[src/rtl/range_seq_driver.sv]
// Bounded value-stream generator on a valid/ready interface: up/down/hold sweeps with
// wrap-around, finite or open-ended bursts, and optional periodic out-of-range beats.
module range_seq_driver #(
  parameter int              WIDTH      = 4,
  parameter int              LO         = 4,
  parameter int              HI         = 11,
  parameter logic [WIDTH-1:0] RESET_VAL = 4'b1101,
  parameter int              INJ_PERIOD = 0
) (
  input  logic             clk,
  input  logic             reset,
  input  logic             start,
  input  logic             stop,
  input  logic [1:0]       mode,
  input  logic [WIDTH-1:0] step,
  input  logic [15:0]      len,
  output logic [WIDTH-1:0] out_data,
  output logic             out_valid,
  input  logic             out_ready,
  output logic             in_range,
  output logic             busy,
  output logic             done,
  output logic [15:0]      beat_cnt,
  output logic [7:0]       inj_cnt
);

  localparam int               MAXV     = (1 << WIDTH) - 1;
  localparam bit               INJ_EN   = (INJ_PERIOD > 0) && !(LO == 0 && HI == MAXV);
  localparam logic [WIDTH-1:0] INJ_VAL  = WIDTH'((HI < MAXV) ? HI + 1 : LO - 1);
  localparam logic [15:0]      INJ_LAST = 16'(INJ_PERIOD - 1);
  localparam logic [WIDTH:0]   LO_X     = (WIDTH+1)'(LO);
  localparam logic [WIDTH:0]   HI_X     = (WIDTH+1)'(HI);

  typedef enum logic [1:0] {IDLE, RUN, DRAIN} state_t;

  state_t           state;
  logic [1:0]       mode_q;
  logic [WIDTH:0]   step_q;
  logic [15:0]      len_q;
  logic [WIDTH-1:0] seq_v;     // current regular sequence value
  logic             cur_inj;   // out_data is an injected beat
  logic [15:0]      reg_cnt;   // regular beats since last injection

  logic             beat, last_beat, inj_due;
  logic [WIDTH:0]   seq_x, sum, up_next, dn_next, next_x;
  logic [WIDTH-1:0] next_v, first_v;
  logic [15:0]      beat_inc, reg_inc;

  assign beat     = out_valid && out_ready;
  assign seq_x    = {1'b0, seq_v};
  assign sum      = seq_x + step_q;
  assign up_next  = (sum > HI_X) ? LO_X : sum;
  assign dn_next  = (seq_x < LO_X + step_q) ? HI_X : seq_x - step_q;
  assign next_x   = (mode_q == 2'b10) ? seq_x : (mode_q == 2'b01) ? dn_next : up_next;
  assign next_v   = WIDTH'(next_x);
  assign first_v  = (mode == 2'b01) ? WIDTH'(HI) : WIDTH'(LO);
  assign beat_inc = (beat_cnt == 16'hFFFF) ? beat_cnt : beat_cnt + 16'd1;
  assign reg_inc  = reg_cnt + 16'd1;
  assign inj_due  = INJ_EN && (reg_inc == INJ_LAST);
  assign last_beat = (len_q != 16'd0) && (beat_inc == len_q);

  assign in_range = out_valid && ({1'b0, out_data} >= LO_X) && ({1'b0, out_data} <= HI_X);
  assign busy     = (state != IDLE);

  always_ff @(posedge clk or posedge reset) begin
    if (reset) begin
      state     <= IDLE;
      mode_q    <= 2'b00;
      step_q    <= '0;
      len_q     <= '0;
      seq_v     <= '0;
      cur_inj   <= 1'b0;
      reg_cnt   <= '0;
      out_data  <= RESET_VAL;
      out_valid <= 1'b0;
      done      <= 1'b0;
      beat_cnt  <= '0;
      inj_cnt   <= '0;
    end else begin
      done <= 1'b0;
      case (state)
        IDLE: begin
          if (start) begin
            state     <= RUN;
            mode_q    <= mode;
            step_q    <= (step == '0) ? (WIDTH+1)'(1) : {1'b0, step};
            len_q     <= len;
            beat_cnt  <= '0;
            reg_cnt   <= '0;
            seq_v     <= first_v;
            out_valid <= 1'b1;
            if (INJ_EN && INJ_LAST == 16'd0) begin
              out_data <= INJ_VAL;
              cur_inj  <= 1'b1;
            end else begin
              out_data <= first_v;
              cur_inj  <= 1'b0;
            end
          end
        end
        RUN, DRAIN: begin
          if (beat) begin
            beat_cnt <= beat_inc;
            if (cur_inj && inj_cnt != 8'hFF) inj_cnt <= inj_cnt + 8'd1;
            if (last_beat || stop || state == DRAIN) begin
              state     <= IDLE;
              out_valid <= 1'b0;
              done      <= 1'b1;
            end else if (cur_inj) begin
              // the injected beat leaves the sequence where it was
              out_data <= seq_v;
              cur_inj  <= 1'b0;
              reg_cnt  <= '0;
            end else begin
              seq_v   <= next_v;
              reg_cnt <= reg_inc;
              if (inj_due) begin
                out_data <= INJ_VAL;
                cur_inj  <= 1'b1;
              end else begin
                out_data <= next_v;
              end
            end
          end else if (state == RUN && stop) begin
            state <= DRAIN;
          end
        end
        default: state <= IDLE;
      endcase
    end
  end

endmodule

[config.mk]
export PLATFORM = sky130hd
export DESIGN_NAME = range_seq_driver
export DESIGN_NICKNAME = d
export VERILOG_FILES = /design/src/rtl/range_seq_driver.sv
export SDC_FILE = /design/constraint.sdc
export NUM_CORES = 1
export LEC_CHECK = 0
export CAP_MARGIN = 40
export CORE_ASPECT_RATIO = 0.9
export CORE_UTILIZATION = 49
export DETAILED_ROUTE_END_ITERATION = 8
export PLACE_DENSITY = 0.72
export SYNTH_ARGS = -nofsm -noshare
export SYNTH_HDL_FRONTEND = slang
export SYNTH_SLANG_ARGS = --single-unit
[constraint.sdc]
create_clock -name clk -period 9.2 [get_ports clk]
set_input_delay 1.84 -clock clk [delete_from_list [all_inputs] [get_ports clk]]
set_output_delay 1.84 -clock clk [all_outputs]
set_load 0.01 [all_outputs]
* Yosys cells after proc, flatten, opt, wreduce, memory -nomap -nowiden
Cells that the tools add are included.
** Word-level totals
- Register bits after elaboration :: 59
- Input bits :: 27
- Output and inout port bits :: 32
- Word-level logic and storage cells :: 85
** Cells by class
- $add $sub $neg :: 5
- $lt $le $gt $ge :: 4
- Equal/unequal tests :: 14
- Multiplexer cells :: 31
- Reductions and logical operators :: 20
** Operators with widths (count)
- two-way mux 16 bit :: 3
- two-way mux 4 bit :: 10
- one-hot mux 16 bit (2 select lines) :: 1
- adder 16 x 1 -> 16 bit, second input constant :: 1
- == test 16 bit :: 1
- == test 16 bit, second input constant :: 1
- nonzero test 16 bit :: 1
- two-way mux 1 bit :: 9
- AND reduction 3 bit :: 3
- adder 8 x 1 -> 8 bit, second input constant :: 1
- two-way mux 2 bit :: 4
- inequality test 2 bit, second input constant :: 4
- inequality test 8 bit, second input constant :: 1
- one-hot mux 4 bit (2 select lines) :: 1
- AND reduction 4 bit :: 2
- == test 2 x 1 -> 1 bit, second input constant :: 3
- logical AND 1 bit :: 6
- inequality test 3 bit, second input constant :: 2
- adder 3 x 4 -> 5 bit, first input constant :: 1
- adder 4 x 4 -> 5 bit :: 1
- greater-than comparator 5 x 4 -> 1 bit, second input constant :: 1
- less-than comparator 4 x 5 -> 1 bit :: 1
- == test 2 bit, second input constant :: 2
- >= comparator 4 x 3 -> 1 bit, second input constant :: 1
- other kinds (10) :: 13

* Longest topological paths before layout
- Depth in word-level cells :: 9
- Depth in mapped cells :: 12
- Depth with buffers taken out :: 11

* Worst setup path after synthesis
Ideal clock, no wire load.
- Path type :: in2reg
- Start point :: in start
- End point :: reg beat_cnt[3]
- Library setup time :: 143 ps
- Data arrival time :: 3224 ps
- Data required time :: 9057 ps
- Slack :: 5833 ps
- Cell stages on the path :: 9
- Path buffers :: 2
- Cell sequence :: nand2_1 > o21ai_0 > nand2_1 > or2_2 > clkbuf_1 > clkbuf_1 > nor2_1 > o21ai_0 > o41ai_1
** Between the ends
- Cells in the longest elaborated chain, start to end :: 2
** Ends and longest elaborated chain
- start: declaration :: RTL line 12 : input logic start,
- inequality test 2 bit (no line)
- AND reduction 3 bit (no line)
- end signal: assignment :: RTL line 103 : beat_cnt <= beat_inc;
- end: declaration :: RTL line 23 : output logic [15:0] beat_cnt,
Every way passes these cells.
A chain may end at the register's enable or synchronous reset.

* Worst setup path after layout
- Start point :: in start
- End point :: reg beat_cnt[5]
Same word-level chain as after synthesis.

==> summary.txt <==
Outcome
  • Outcome: finished, final reports clean

Logic synthesis
  • Post-synthesis mux area share: around a tenth
  • Synth top cells by count: dfrtp_1, nor2_1, a21oi_1, nand2_1
  • XOR/XNOR share of the synthesized area: just under 6%
  • Count of cell types in the netlist: about 70
  • Count leader, synth: dfrtp_1
  • Asr flop ratio synth: 100%
  • Post-synthesis register bit count: between 40 and 50
  • Main combinational cell family by area after synthesis: simple AND/OR/NAND/NOR gates
  • Post-synthesis cell count: between 300 and 400
  • Synth Area in Compound Gates: between 10% and 20%
  • Leading area contributor after synthesis: dfrtp_1
  • Post-Synth Simple-Gate Area: 19.7%
  • Synth Cell Area: roughly 3700 um2
  • Synth warn: 0
  • Post-synth EDFFs: 0
  • Avg Cell Area, Syn: approximately 9.4 um2
  • Sequential element share of the synthesized area: between 30% and 40%
  • Top cells by area, synth: dfrtp_1, mux2_2, ha_1
  • Post-synth top flop: dfrtp_1
  • Synth Area in Adders: approximately 6.1%
  • Top-area cell type share of the netlist area: between 30 and 40%

Clock tree
  • Clock Latency Late Sink: between 0.3 and 0.4 ns
  • Clock Sink Count: about 50
  • Clk root buf: clkbuf_8
  • Reg clk slew, reported paths: 0.10 ns
  • Post-CTS sizing: 0
  • Post-CTS Hold Fix Bufs: 0
  • CTS buffer count: 5
  • CTS tree: yes
  • Post-CTS setup repair buffer count: 0
  • H-tree depth: 2
  • Longest Clk Path Bufs: 2

Route
  • First-iteration detailed-routing DRC count: about 300
  • Drc violations: 0
  • Routed Antenna Nets: 0
  • DR WL/cell: between 15 and 20 um
  • First-pass iteration count of the detailed router: 5
  • Routed vias/inst: approximately 5.9
  • Vias: about 3.1k
  • Drt total wl: about 8.7 mm

Placement
  • Placer congestion estimate: 0.877
  • Port Buf Inserts: 50
  • Inst Count DP: 510
  • Post-detail-place hpwl: between 6 and 7 mm

STA
  • Final hold violation count: 0
  • FMAX: 248 MHz
  • Setup TNS: 0 ns
  • RSZ-0062 raised after global routing: false
  • Minimum clock period after layout: around 4.0 ns
  • Worst Tran Pin Value: between 0.9 and 1 ns
  • Tcrit/Tclk final: about 44%
  • Slew headroom: around 40%
  • Clock Skews: approximately 0.0069 ns
  • Max-slew violations: 0
  • Final setup fails: 0

Worst setup path
  • R2R cell count: 9
  • Crit. End Element: flop
  • Required @ worst endpoint: about 9.4 ns
  • FF-to-FF Start: beat_cnt[0]
  • Worst EP arrival: about 4.3 ns
  • Max Fanout on Critical Path: 19
  • R2r setup slk: between 5 and 6 ns
  • Worst Setup Start Kind: primary input
  • Worst reg2reg path endpoint: seq_v[0]
  • CP Class: primary input to flop

Finish
  • Area growth syn-to-layout: 14.0%
  • N_diodes: 0
  • Final Non-Filler Cells: between 500 and 600
  • Fraction of layout cells with a size suffix above 1: roughly an eighth
  • NumNets Final: approximately 470

GRT
  • Initial antenna violation count: 0
  • Overall routing resource usage: between 20% and 30%
  • First-pass GRT wire length: between 10 and 15 mm
  • Remaining global-route overflow: 0
  • Vias in the first global route: between 2k and 3k
  • Largest net degree at the start of global routing: 32

Min path
  • Hold Path Class: flop to flop
  • Hold Path Sink: out_data[3]
  • Hold path depth: 2
  • Hold path startpoint: out_data[3]

Floorplan
  • Die Y-Extent: between 80 and 90 um
  • # IOs: 59
  • Die area: 7850 um2
  • Width of the die: around 93 um
  • Rows: 29
  • Starting Density: around half
  • Placeable Area: roughly 7100 um2

Pwr
  • Leakage power total: approximately 1.7 nW
  • Pwr/cell area: between 300 and 400 nW/um2
  • Max IR drop VDD: 179 uV

Job
  • Number of max-cap violations: 0
power breakdown:
group,internal [mW],leakage (nW),switching (mW)
Combinational,0.373,1.08,0.408
Sequential,0.301,0.609,0.115
Clock,0.0809,0.0552,0.0765
Total,0.754,1.74,0.600
layout by cell type, fill, tap and decap left out, drive strengths merged, types with 3 or more instances in the layout:
| cell | n |
|---|---|
| clkdlybuf4s50 | 50 |
| dfrtp | 46 |
| nor2 | 29 |
| a21oi | 26 |
| nand2 | 24 |
| mux2 | 24 |
| inv | 22 |
| o21ai | 19 |
| nand3 | 15 |
| ha | 14 |
| xnor2 | 13 |
| nor4 | 11 |
| nor3 | 9 |
| nand4 | 9 |
| xor2 | 8 |
| conb | 8 |
| mux2i | 7 |
| clkbuf | 6 |
| and3 | 5 |
| a31oi | 5 |
| o41ai | 5 |
| o31ai | 5 |
| and2 | 5 |
| or4 | 5 |
| o21bai | 4 |
| nand2b | 4 |
| a211oi | 4 |
| or2 | 3 |
| dfstp | 3 |
| and4 | 3 |
per-layer routing:
metal / track usage, % / up-vias / part of all wire, %
li1: - / 1460 / -
met1: 35.8 / 1460 / 49
met2: 34.3 / 138 / 42
met3: 4.44 / 13 / 7.2
met4: 5.31 / 0 / 1.1
met5: 0 / - / 0
cell families (layout without fill, tap and decap cells):
kind of cell    Yosys count  count (layout)
compound gates           87              87
xor+xnor                 22              22
fa+ha+maj                17              17
buf+inv                  54              82
flops                    49              49
mux                      31              31
other cells               1               8
simple gates            129             129
registers in the layout, summed over array words and instances (netlist names):
signal,count
done,1
out_valid,1
state,2
mode_q,2
len_q,16
beat_cnt,16
seq_v,3
step_q,4
out_data,4
worst max-delay path: stages:
cell,delay [ns]
clkdlybuf4s50_1,0.48
nand2_1,0.21
o21ai_0,0.14
nand2_1,0.40
nor2_1,0.85
nand3_1,0.13
o21ai_0,0.20
how the worst max path moves through the flow:
stage | startpoint | end | depth (start not counted)
final | start | beat_cnt[5] | 7
after global placement | start | beat_cnt[13] | 7
after floorplan | start | beat_cnt[3] | 9
after global routing | start | beat_cnt[13] | 7
after CTS | start | beat_cnt[5] | 7
after detailed placement | start | beat_cnt[5] | 7
cell type report:
cell class,instances,area (um2)
well taps,93,116
repair buffers,52,536
clock inverters,2,35.0
clock buffers,6,72.6
fillers,652,2960
multi-input cells,294,2120
flip-flops and latches,49,1230
inverters,22,82.6
through the flow:
step           hold slack (ns)  utilization [%]  setup slack (ns)  total power [mW]  cell area [um2]
2_1_floorplan            0.482                -              5.83             0.989             3700
3_3_place_gp             0.480             56.6              4.40              1.16             4050
3_5_place_dp             0.478             57.1              4.86              1.20             4080
4_1_cts                  0.504             58.6              5.15              1.35             4190
5_1_grt                  0.539             58.6              4.95              1.47             4190
6_report                 0.496             58.6              5.17              1.35             4190
Note: power is estimated with default switching activity, not from simulation.
